<file path="src/rtl/load_store_unit_pkg.sv">
// ============================================================================
// Module      : load_store_unit_pkg
// Description : Shared types for the MEM-stage load/store unit. Holds the
//               request op encoding, the fault codes and the FSM state type.
// Revision    : 1.0 - initial release
// ============================================================================
`default_nettype none

package load_store_unit_pkg;

    // Request op encoding as presented on req_op
    typedef enum logic [2:0] {
        OP_LB  = 3'd0,
        OP_LH  = 3'd1,
        OP_LW  = 3'd2,
        OP_LBU = 3'd3,
        OP_LHU = 3'd4,
        OP_SB  = 3'd5,
        OP_SH  = 3'd6,
        OP_SW  = 3'd7
    } op_e;

    // Fault codes reported on fault_code
    localparam logic [1:0] FLT_NONE     = 2'd0;
    localparam logic [1:0] FLT_MISALIGN = 2'd1;
    localparam logic [1:0] FLT_RANGE    = 2'd2;

    // Access sequencer states
    typedef enum logic [1:0] {
        ST_IDLE     = 2'd0,
        ST_LD_WAIT  = 2'd1,
        ST_RMW_WAIT = 2'd2
    } state_e;

endpackage

`default_nettype wire

</file>
<file path="src/rtl/load_store_unit_lane_align.sv">
// ============================================================================
// Module      : lsu_lane_align
// Description : Combinational byte-lane logic. Extracts and sign/zero-extends
//               the addressed byte/halfword of a memory word for loads, and
//               merges store data into the addressed lane for stores.
// Ports       : op_i       - request op (op_e encoding)
//               byte_sel_i - req_addr[1:0]
//               rdata_i    - word read from memory
//               wdata_i    - right-justified store data
//               ld_data_o  - extended load result
//               st_data_o  - word to write back
// Revision    : 1.0 - initial release
// ============================================================================
`default_nettype none

module lsu_lane_align
    import load_store_unit_pkg::*;
(
    input  logic [2:0]  op_i,
    input  logic [1:0]  byte_sel_i,
    input  logic [31:0] rdata_i,
    input  logic [31:0] wdata_i,
    output logic [31:0] ld_data_o,
    output logic [31:0] st_data_o
);

    logic [7:0]  w_byte;
    logic [15:0] w_half;

    // Little-endian lanes: byte k at [8k+7:8k], halfword h=addr[1] at [16h+15:16h]
    assign w_byte = rdata_i[{byte_sel_i, 3'b000} +: 8];
    assign w_half = rdata_i[{byte_sel_i[1], 4'b0000} +: 16];

    always_comb begin
        ld_data_o = rdata_i;
        case (op_e'(op_i))
            OP_LB:   ld_data_o = {{24{w_byte[7]}}, w_byte};
            OP_LH:   ld_data_o = {{16{w_half[15]}}, w_half};
            OP_LBU:  ld_data_o = {24'd0, w_byte};
            OP_LHU:  ld_data_o = {16'd0, w_half};
            default: ld_data_o = rdata_i;
        endcase
    end

    always_comb begin
        st_data_o = wdata_i;
        case (op_e'(op_i))
            OP_SB: begin
                st_data_o = rdata_i;
                st_data_o[{byte_sel_i, 3'b000} +: 8] = wdata_i[7:0];
            end
            OP_SH: begin
                st_data_o = rdata_i;
                st_data_o[{byte_sel_i[1], 4'b0000} +: 16] = wdata_i[15:0];
            end
            default: st_data_o = wdata_i;
        endcase
    end

endmodule

`default_nettype wire

</file>
<file path="src/rtl/load_store_unit.sv">
// ============================================================================
// Module      : load_store_unit
// Description : MEM-stage initiator for a word-wide data memory. Turns byte-
//               addressed LB/LH/LW/LBU/LHU/SB/SH/SW requests into word
//               accesses (sub-word stores by read-modify-write), stalls the
//               pipeline while an access is in flight and reports misaligned
//               or out-of-range requests without touching memory.
// Ports       : clk, rst (async, active-high)
//               req_valid/req_op/req_addr/req_wdata - MEM-stage request
//               stall                - freeze IF..MEM
//               ld_valid/ld_data     - load result pulse
//               fault/fault_code     - dropped-request pulse
//               MemRead/MemWrite/Addr/Wdata/Rdata - data memory interface
// Revision    : 1.0 - initial release
// ============================================================================
`default_nettype none

module load_store_unit
    import load_store_unit_pkg::*;
#(
    parameter logic [31:0] MEM_BASE_WORD = 32'h0010_0000,
    parameter int unsigned MEM_WORDS     = 5
) (
    input  logic        clk,
    input  logic        rst,
    input  logic        req_valid,
    input  logic [2:0]  req_op,
    input  logic [31:0] req_addr,
    input  logic [31:0] req_wdata,
    output logic        stall,
    output logic        ld_valid,
    output logic [31:0] ld_data,
    output logic        fault,
    output logic [1:0]  fault_code,
    output logic        MemRead,
    output logic        MemWrite,
    output logic [31:0] Addr,
    output logic [31:0] Wdata,
    input  logic [31:0] Rdata
);

    state_e      state_q, state_d;
    logic [31:0] w_word;
    logic        w_misalign;
    logic        w_in_range;
    logic [31:0] w_ld_data;
    logic [31:0] w_st_data;

    assign w_word = {2'b00, req_addr[31:2]};

    // Unsigned offset from the base also rejects indices below the window
    assign w_in_range = ((w_word - MEM_BASE_WORD) < 32'(MEM_WORDS));

    always_comb begin
        w_misalign = 1'b0;
        case (op_e'(req_op))
            OP_LW, OP_SW:         w_misalign = (req_addr[1:0] != 2'b00);
            OP_LH, OP_LHU, OP_SH: w_misalign = req_addr[0];
            default:              w_misalign = 1'b0;
        endcase
    end

    lsu_lane_align u_lane_align (
        .op_i       (req_op),
        .byte_sel_i (req_addr[1:0]),
        .rdata_i    (Rdata),
        .wdata_i    (req_wdata),
        .ld_data_o  (w_ld_data),
        .st_data_o  (w_st_data)
    );

    always_ff @(posedge clk or posedge rst) begin
        if (rst) begin
            state_q <= ST_IDLE;
        end else begin
            state_q <= state_d;
        end
    end

    // Outputs are decoded from state and the held request. In IDLE the
    // request is qualified with ~rst so nothing leaks out while in reset.
    always_comb begin
        state_d    = state_q;
        stall      = 1'b0;
        ld_valid   = 1'b0;
        ld_data    = 32'd0;
        fault      = 1'b0;
        fault_code = FLT_NONE;
        MemRead    = 1'b0;
        MemWrite   = 1'b0;
        Addr       = 32'd0;
        Wdata      = 32'd0;
        case (state_q)
            ST_IDLE: begin
                if (req_valid && !rst) begin
                    Addr = w_word;
                    if (w_misalign) begin
                        fault      = 1'b1;
                        fault_code = FLT_MISALIGN;
                    end else if (!w_in_range) begin
                        fault      = 1'b1;
                        fault_code = FLT_RANGE;
                    end else begin
                        case (op_e'(req_op))
                            OP_SW: begin
                                MemWrite = 1'b1;
                                Wdata    = req_wdata;
                            end
                            OP_SB, OP_SH: begin
                                MemRead = 1'b1;
                                stall   = 1'b1;
                                state_d = ST_RMW_WAIT;
                            end
                            default: begin
                                MemRead = 1'b1;
                                stall   = 1'b1;
                                state_d = ST_LD_WAIT;
                            end
                        endcase
                    end
                end
            end
            ST_LD_WAIT: begin
                Addr     = w_word;
                ld_valid = 1'b1;
                ld_data  = w_ld_data;
                state_d  = ST_IDLE;
            end
            ST_RMW_WAIT: begin
                Addr     = w_word;
                MemWrite = 1'b1;
                Wdata    = w_st_data;
                state_d  = ST_IDLE;
            end
            default: state_d = ST_IDLE;
        endcase
    end

endmodule

`default_nettype wire

</file>
<file path="config.mk">
export PLATFORM = sky130hd
export DESIGN_NAME = load_store_unit
export DESIGN_NICKNAME = d
export VERILOG_FILES = /design/src/rtl/load_store_unit_pkg.sv /design/src/rtl/load_store_unit_lane_align.sv /design/src/rtl/load_store_unit.sv
export SDC_FILE = /design/constraint.sdc
export NUM_CORES = 1
export LEC_CHECK = 0
export ABC_AREA = 1
export CAP_MARGIN = 40
export CELL_PAD_IN_SITES_DETAIL_PLACEMENT = 1
export CELL_PAD_IN_SITES_GLOBAL_PLACEMENT = 1
export CORE_MARGIN = 1
export CORE_UTILIZATION = 23
export CTS_CLUSTER_DIAMETER = 100
export CTS_CLUSTER_SIZE = 16
export DETAILED_ROUTE_END_ITERATION = 8
export MAX_ROUTING_LAYER = met4
export PLACE_DENSITY = 0.95
export SETUP_SLACK_MARGIN = 0.1
export SLEW_MARGIN = 0
export SYNTH_ARGS = -nofsm -noshare
export SYNTH_HDL_FRONTEND = slang
export SYNTH_SLANG_ARGS = --single-unit
</file>
<file path="constraint.sdc">
create_clock -name clk -period 2.9 [get_ports clk]
set_input_delay 0.29 -clock clk [delete_from_list [all_inputs] [get_ports clk]]
set_output_delay 0.29 -clock clk [all_outputs]
set_load 0.05 [all_outputs]
</file>
==> insert_results.sql <==
INSERT INTO impl_metrics (metric_group, metric, value, unit) VALUES
('outcome', 'status', 'complete, no violations', ''),
('pwr', 'power_switching', '2.04', 'mW'),
('cells_and_area', 'final_cell_mix', 'nand2_1, clkdlybuf4s50_1, nor2_1, buf_4, nand3_1', ''),
('sta', 'final.min_clock_period', '2.70', 'ns'),
('placed_design', 'hpwlAfterDp', '13800', 'µm'),
('critical_path', 'worstPathCellList', 'clkdlybuf4s50_1, inv_1, ha_1, buf_4, nand2_1, o311ai_1, nand2_1, nand2_1, buf_12', ''),
('floorplan', 'fp.dieArea', '13200', 'µm²'),
('critical_path', 'critPathSlowestCell', 'clkdlybuf4s50_1', ''),
('sta', 'slew_headroom', '0.662', ''),
('drt', 'drcViolationCount', '0', ''),
('sta', 'drv_slew', '0', ''),
('critical_path', 'timing.critical_path.mode_cell', 'nand2_1', ''),
('sta', 'layout_worst_path_cycle_share', '0.933', ''),
('critical_path', 'worstSetupPathType', 'primary input to primary output', ''),
('cells_and_area', 'diodes', '0', ''),
('cells_and_area', 'largestRegisters', 'state_q: 2 flops', ''),
('synthesis', 'synth-warning-count', '0', ''),
('sta', 'rsz0062_at_grt', 'true', ''),
('pwr', 'max-vdd-ir-drop', '0.000566', 'V'),
('critical_path', 'worst_r2r_path_depth', '6', ''),
('floorplan', 'num_io_pins', '205', ''),
('pwr', 'power_frac_clock', '0.066', ''),
('cells_and_area', 'layout.cells.most_common', 'nand2_1', ''),
('synthesis', 'yosysUniqueCellTypes', '33', ''),
('floorplan', 'die_y', '115', 'µm'),
('synthesis', 'ys_seq_area_frac', '0.0171', ''),
('pwr', 'power_frac_seq', '0.015', ''),
('synthesis', 'synthArstFlopShare', '1.00', ''),
('clock_tree', 'h-tree-depth', '1', ''),
('synthesis', 'synthesis.instances', '620', ''),
('synthesis', 'yosys_register_bits', '2', ''),
('sta', 'final_setup_skew', '0.000692', 'ns'),
('drt', 'detailroute.via_count', '4884', ''),
('global_route', 'globalRouteTotalUtil', '0.252', ''),
('critical_path', 'critPathBufInv', '4', ''),
('critical_path', 'r2r_end', 'state_q[1]$_DFFE_PP0P_', ''),
('sta', 'tns', '0', 'ns'),
('critical_path', 'cp_top_family', 'buffers and inverters', ''),
('critical_path', 'cp.arrival', '2.41', 'ns'),
('synthesis', 'number_of_synthesized_flops_with_an_enable_pin', '0', ''),
('pwr', 'part_of_the_power_in_combinational_logic', '0.918', ''),
('synthesis', 'synthesis.area', '2930', 'µm²'),
('clock_tree', 'clk-insertion-delay-late', '0.22', 'ns'),
('clock_tree', 'clk_pin_slew_worst_paths', '0.03', 'ns'),
('clock_tree', 'cts_sinks', '2', ''),
('drt', 'routed_wirelength', '16200', 'µm'),
('critical_path', 'critPathCaptureType', 'primary output', ''),
('worst_hold_path', 'hold_path_class', 'primary input to asynchronous set/reset pin', ''),
('sta', 'final_critical_path_setup_slack', '0.196', 'ns'),
('pwr', 'internal_power', '1.13', 'mW'),
('synthesis', 'top_post_synthesis_cells_by_area', 'nand2_1, nand3_1, nor2_1', ''),
('job', 'max-cap-violations', '0', ''),
('floorplan', 'floorplan.initialDensity', '0.240', ''),
('drt', 'detailedRoute.firstPassIterationCount', '4', ''),
('global_route', 'gr-total-overflow', '0', ''),
('placed_design', 'dpl_worst_slack', '0.217', 'ns'),
('synthesis', 'yosysTopAreaCellShare', '0.241', ''),
('placed_design', 'place_congestion', '0.925', ''),
('clock_tree', 'clock-root-buffer', 'clkbuf_16', ''),
('sta', 'achievable-frequency', '0.370', 'GHz'),
('floorplan', 'std_cell_rows', '40', ''),
('pwr', 'netSwitchingFraction', '0.643', ''),
('cells_and_area', 'area.growth.synth_to_final', '86.4', '%'),
('cells_and_area', 'largest_register_ffs', '2', ''),
('drt', 'antenna_left', '0', ''),
('synthesis', 'synth.largest_area_cell', 'nand2_1', ''),
('drt', 'wl_per_instance', '16.5', 'µm'),
('critical_path', 'timing.critical_path.required', '2.61', 'ns'),
('cells_and_area', 'post_route_cells_drive_above_1_share', '0.193', ''),
('global_route', 'antenna_found_initial', '0', ''),
('drt', 'drtIter0Drc', '306', '');
per-layer routing:
metal  wire length (µm)  global-route usage  part of all wire
met5                  0                   -                 0
met4                254              0.0528             0.016
met1               6500               0.287              0.40
met2               8220               0.464              0.51
met3               1240              0.0401             0.077
worst max-delay path by stage:
| stage | slack, ns | start | cells after the start | endpoint |
|---|---|---|---|---|
| 6_report | 0.20 | req_addr[0] | 9 | Wdata[11] |
| 3_5_place_dp | 0.22 | req_addr[0] | 10 | Wdata[9] |
| 2_1_floorplan | 0.29 | req_addr[0] | 10 | stall |
| 3_3_place_gp | 0.24 | req_addr[1] | 9 | Wdata[26] |
| 5_1_grt | 0.08 | req_op[1] | 11 | Wdata[20] |
| 4_1_cts | 0.20 | req_addr[0] | 10 | Wdata[9] |
cells in the mapped netlist, types with 2 or more instances:
| cell type | n |
|---|---|
| nand2_1 | 188 |
| nor2_1 | 97 |
| nand3_1 | 76 |
| inv_1 | 73 |
| o21ai_0 | 34 |
| a21oi_1 | 24 |
| o211ai_1 | 21 |
| clkbuf_1 | 13 |
| buf_2 | 10 |
| ha_1 | 9 |
| inv_2 | 8 |
| nand4_1 | 8 |
| a31oi_1 | 7 |
| o311ai_1 | 6 |
| or2_2 | 6 |
| nand2_2 | 5 |
| buf_4 | 4 |
| buf_6 | 4 |
| o21ai_1 | 4 |
| o21ai_2 | 4 |
| buf_1 | 3 |
| or2_0 | 3 |
| dfrtp_1 | 2 |
| nor2_2 | 2 |
power groups by stage:
stage	Combinational (mW)	Clock, mW	Sequential, mW
after floorplan	1.81	0	0.0469
after global placement	2.83	0	0.0493
after detailed placement	2.91	0	0.0495
after CTS	2.92	0.215	0.0492
after global routing	3.06	0.217	0.0514
final	2.91	0.210	0.0490
repair_timing:
item,4_1_cts,5_1_grt
hold buffers,0,0
resized for setup,0,7
endpoints found under the setup margin,0,28
setup buffers,0,0
cell families after synthesis:
group,Yosys count,synth area share
AOI/OAI and AO/OA,105,0.219
xor gates and xnor gates,1,0.00299
adders and majority gates,9,0.0385
buffers and inverters,115,0.167
DFF,2,0.0171
other,1,0.00128
and+or+nand+nor,387,0.554
worst register-to-register path: cells and delay by family, from the launching register on:
family,cells,cell delay [ns]
adder cells (fa/ha/maj),1,0.25
AND/OR/NAND/NOR,3,0.20
buffers and inverters,2,0.25
flip-flops,1,0.38
metrics by stage:
| stage | cell area [µm²] | std cells | power (mW) | hold slack [ns] |
|---|---|---|---|---|
| CTS | 5440 | 981 | 3.18 | 0.266 |
| finish | 5450 | 981 | 3.17 | 0.265 |
| global placement | 5350 | 977 | 2.87 | 0.478 |
| detailed placement | 5360 | 978 | 2.96 | 0.490 |
| floorplan | 2930 | 621 | 1.86 | 0.0478 |
| global route | 5450 | 981 | 3.33 | 0.286 |
final cells by class:
class / instances / area (µm²) / share of cell area
clock buffers: 3 / 75.1 / 0.0138
inverters: 81 / 304 / 0.0557
multi-input cells: 504 / 2410 / 0.442
flip-flops and latches: 2 / 50.0 / 0.00918
well taps: 168 / 210 / 0.0385
repair buffers: 223 / 2410 / 0.441
Note: power is estimated with default switching activity, not from simulation.
==> variant 1 (same settings) <==
Encoding of `state_e`: now one-hot (3 bits for 3 states).
--- a/src/rtl/load_store_unit_pkg.sv
+++ b/src/rtl/load_store_unit_pkg.sv
@@ -26,10 +26,10 @@
     localparam logic [1:0] FLT_RANGE    = 2'd2;
 
     // Access sequencer states
-    typedef enum logic [1:0] {
-        ST_IDLE     = 2'd0,
-        ST_LD_WAIT  = 2'd1,
-        ST_RMW_WAIT = 2'd2
+    typedef enum logic [2:0] {
+        ST_IDLE     = 3'b001,
+        ST_LD_WAIT  = 3'b010,
+        ST_RMW_WAIT = 3'b100
     } state_e;
 
 endpackage
Formal check against the unedited RTL: no difference found for any inputs over 10 cycles, from zero or initial values and one cycle with rst high; not proved beyond that.
==> variant 1 against the unedited design <==
Sequential cell count up 1; critical path depth up 2; wire length up 18%; worst setup slack worse by 0.041 ns; design area up 12%; utilization up 2.8 points; synthesized area up 5.3%.
Power is left out: it rests on default switching activity, and per cell area and clock period it moved more than threefold.
==> variant 1: results (changes against the unedited design) <==
stage,metric,value,unit,change
outcome,run status,finished clean,,
timing,clock skew,0.00167,ns,+0.000978 ns
finish,Layout Nets,976,,+5.4%
timing,Max transition margin,0.657,,-0.00478
global_routing,largest net degree at the start of global routing,34,,unchanged
logic_synthesis,"Seq/Total Area, Yosys",0.0248,,+0.00767
global_routing,vias in the first global route,5619,,+13%
placed_design,count of port buffers added during placement,202,,unchanged
finish,registers with the most flip-flops,state_q: 3 flops,,
placed_design,placed cell areas,5990,µm²,+12%
placed_design,DP HPWL,15700,µm,+14%
floorplan,num rows,41,,+2.5%
logic_synthesis,dominant cells by area after synthesis,"nand2_1 (21%), nor2_1 (17%), nand3_1 (13%)",,
logic_synthesis,Yosys cell types,29,,-12%
drt,DRC viols,0,,unchanged
drt,Vias per Instance,5.31,,+6.6%
drt,DR pass1 iterations,5,,+1
global_routing,global-route wire length before repair,30500,µm,+20%
worst_setup_path,critical path peak fanout,12,,+3
drt,DR iter-0 viols,391,,+28%
logic_synthesis,top-count cell post-synth,nand2_1,,
clock_network,"buffers from clock root to sink, at most",2,,unchanged
finish,layout cell share with drive strength beyond 1,0.181,,-0.0122
logic_synthesis,"top cells by count, synth","nand2_1 (171), nor2_1 (137), nand3_1 (82), inv_1 (74), o21ai_0 (66)",,
worst_setup_path,Crit path largest cell delay,0.57,ns,+0.08 ns
global_routing,Tot GR Track Use,0.282,,+0.0295
placed_design,gpl congestion,1.00,,+8.6%
clock_network,"Reg clk slew, reported paths",0.03,ns,about the same
worst_hold_path,HP Class,in2async,,
job,max-cap violations,0,,unchanged
worst_setup_path,Critical Path AT,2.46,ns,+0.05 ns
drt,average wire per cell in the routed design,18.4,µm,+11%
## variant 1: path summary, 6_finish.rpt
kind	from	end	slack [ns]	depth (start not counted)
min in group clk	req_op[1]	state_q[0]	0.81	3
worst max-delay path	req_op[0]	Wdata[23]	0.15	11
worst min-delay path	rst	state_q[2]	0.25	2
max in group asynchronous	rst	state_q[0]	2.43	2
worst max register to register	state_q[0]	state_q[1]	1.15	6
worst min register to register	state_q[2]	state_q[0]	0.99	4
## variant 1: cells by family after synthesis
logic type,share of synthesized area
AND/OR/NAND/NOR,0.559
AO/OA/AOI/OAI,0.236
buffers and inverters,0.158
adder cells (fa/ha/maj),0.0203
flip-flops,0.0248
other,0.00122
## variant 1: layout make-up
| class | instances | area [µm²] |
|---|---|---|
| tap | 172 | 215 |
| sequential | 3 | 76.3 |
| clock buffer | 4 | 78.8 |
| inverter | 79 | 298 |
| fill | 1728 | 6730 |
| timing repair buffer | 228 | 2870 |
| multi-input combinational | 554 | 2550 |
## variant 1: layer usage
metal / vias to the layer above / wire [µm] / track usage
li1: 2554 / - / -
met1: 2658 / 7870 / 0.345
met2: 271 / 9510 / 0.488
met3: 39 / 1280 / 0.0286
met4: 0 / 472 / 0.0793
met5: - / 0 / -
## variant 1: worst register-to-register path, cell delays in order (launching register included)
cell and delay (ns):
dfstp_2 0.54, inv_1 0.06, nor3_1 0.14, nand3_1 0.28, nor2_4 0.29, nand3_1 0.21
nor2_1 0.15
## variant 1: timing repair
action / in CTS / in global routing
resized for setup: 2 / 11
endpoints found under the setup margin: 4 / 45
hold buffers: 0 / 0
pin swaps: 0 / 0
gates cloned: 0 / 0
## variant 1: metrics by stage
step                instances  setup WS (ns)
floorplan                 678          0.144
global placement         1036          0.219
detailed placement       1036         0.0916
CTS                      1040          0.155
global route             1040         0.0592
finish                   1040          0.155
==> variant 2 (config.mk and constraints unchanged) <==
Without the edit above. Put a register stage on the output `fault_code`, without a reset. The value now appears one clock later. The other outputs are not delayed to match.
--- a/src/rtl/load_store_unit.sv
+++ b/src/rtl/load_store_unit.sv
@@ -38,6 +38,8 @@
     output logic [31:0] Wdata,
     input  logic [31:0] Rdata
 );
+
+    logic [1:0] fault_code_d;
 
     state_e      state_q, state_d;
     logic [31:0] w_word;
@@ -85,7 +87,7 @@
         ld_valid   = 1'b0;
         ld_data    = 32'd0;
         fault      = 1'b0;
-        fault_code = FLT_NONE;
+        fault_code_d = FLT_NONE;
         MemRead    = 1'b0;
         MemWrite   = 1'b0;
         Addr       = 32'd0;
@@ -96,10 +98,10 @@
                     Addr = w_word;
                     if (w_misalign) begin
                         fault      = 1'b1;
-                        fault_code = FLT_MISALIGN;
+                        fault_code_d = FLT_MISALIGN;
                     end else if (!w_in_range) begin
                         fault      = 1'b1;
-                        fault_code = FLT_RANGE;
+                        fault_code_d = FLT_RANGE;
                     end else begin
                         case (op_e'(req_op))
                             OP_SW: begin
@@ -136,6 +138,10 @@
         endcase
     end
 
+    always_ff @(posedge clk) begin
+        fault_code <= fault_code_d;
+    end
+
 endmodule
 
 `default_nettype wire
Formal check against the unedited RTL: not equivalent (Yosys sat finds a counterexample within 4 cycles, from zero or initial values and one cycle with rst high).
==> variant 2 against the unedited design <==
Sequential cell count grew 2; highest routed layer unchanged; total power grew 5.5%; first-iteration DRC count grew 21%; critical endpoint is now Wdata[5]; worst setup slack gained 0.0078 ns; largest cell class is now non-clock buffers; design area grew 5.9%; critical path depth grew 4; wire length grew 7.6%; critical path type unchanged; synthesized area grew 6.2%.
==> variant 2: results (changes against the unedited design) <==
stage,metric,value,unit,change
power_and_ir_drop,Worst VDD drop,0.000495,V,-12%
global_routing,largest net degree at the start of global routing,37,,+8.8%
global_routing,GR Util met3,0.0386,,-0.00145
global_routing,GR Layer Usage met2,0.441,,-0.0231
logic_synthesis,post-synth top area share,0.205,,-0.0358
global_routing,Tot GR Track Use,0.249,,-0.00289
drt,DR pass1 iterations,6,,+2
logic_synthesis,Compound-Gate Fraction of Synth Area,0.225,,+0.00657
finish,Finished Layout Cells,1020,,+4.0%
logic_synthesis,async set or reset register ratio after synthesis,0.500,,-0.500
drt,average wire per cell in the routed design,17.1,µm,+3.5%
timing,clock skew,0.00251,ns,+0.00181 ns
finish,registers with the most flip-flops,"fault_code: 2 flops, state_q: 2 flops",,
placed_design,DP HPWL,14300,µm,+3.8%
logic_synthesis,"Top FF cell, synth",dfxtp_1,,
power_and_ir_drop,Sw Ratio,0.625,,-0.0178
drt,met3 WL,1390,µm,+12%
placed_design,gpl congestion,0.948,,+2.5%
drt,wl on met1,6830,µm,+5.1%
finish,Layout Nets,956,,+3.2%
logic_synthesis,Synth Area in XOR/XNOR,0,,-0.00299
placed_design,placed cell areas,5650,µm²,+5.4%
logic_synthesis,"Seq/Total Area, Yosys",0.0290,,+0.0119
logic_synthesis,Adder-Cell Fraction of Synth Area,0.0362,,-0.00225
global_routing,met1 usage,0.279,,-0.00825
finish,# fillers,1813,,+7.9%
global_routing,global-route wire length before repair,27200,µm,+6.8%
logic_synthesis,"top cells by count, synth","nand2_1 (170), nor2_1 (100), inv_1 (93), nand3_1 (63), o21ai_0 (48)",,
drt,WL met2,8470,µm,+3.0%
global_routing,vias in the first global route,5323,,+7.4%
outcome,run status,finished clean,,
drt,DR iter-0 viols,371,,+21%
power_and_ir_drop,Leakage,2.89,nW,+4.3%
logic_synthesis,Cells after Synth,655,,+5.6%
[variant 2: cell types whose count changed after synthesis, moves of 8 or more]
cell | before | now
inv_1 | 73 | 93
nand2_1 | 188 | 170
nand3_1 | 76 | 63
nand4_1 | 8 | 22
o21ai_0 | 34 | 48
or2_2 | 6 | 14
[variant 2: power by group through the flow]
stage	Combinational, W	Clock [W]	Sequential, W
floorplan	0.00183	0	0.0000917
global placement	0.00295	0	0.0000814
detailed placement	0.00302	0	0.0000831
CTS	0.00303	0.000231	0.0000822
global route	0.00319	0.000230	0.0000844
finish	0.00303	0.000226	0.0000818
[variant 2: what timing repair did]
| item | 4_1_cts | 5_1_grt |
|---|---|---|
| endpoints found under the setup margin | 0 | 45 |
| resized for setup | 0 | 14 |
| hold buffers | 0 | 0 |
[variant 2: stage by stage]
step	total power [W]	hold slack (ns)	utilization	setup slack [ns]
final	0.00334	0.242	0.438	0.203
after floorplan	0.00192	0.0312	-	0.226
after detailed placement	0.00311	0.484	0.428	0.139
after CTS	0.00334	0.243	0.434	0.138
after global placement	0.00303	0.479	0.427	0.224
after global routing	0.00350	0.293	0.438	0.0581
[variant 2: final cells by class]
cell class	count	area [µm²]	area share
flip-flops and latches	4	90.1	0.0156
clock buffers	4	78.8	0.0136
repair buffers	222	2510	0.435
well taps	176	220	0.0381
multi-input cells	513	2490	0.431
inverters	101	384	0.0665
[variant 2: path summary, 6_finish.rpt]
path,startpoint,slack [ns],endpoint
max in group asynchronous,rst,2.55,state_q[1]
worst max register to register,state_q[0],1.67,fault_code[1]
min in group clk,state_q[1],0.59,state_q[1]
worst min register to register,state_q[1],0.59,state_q[1]
worst min-delay path,rst,0.24,state_q[0]
worst max-delay path,req_op[0],0.20,Wdata[5]
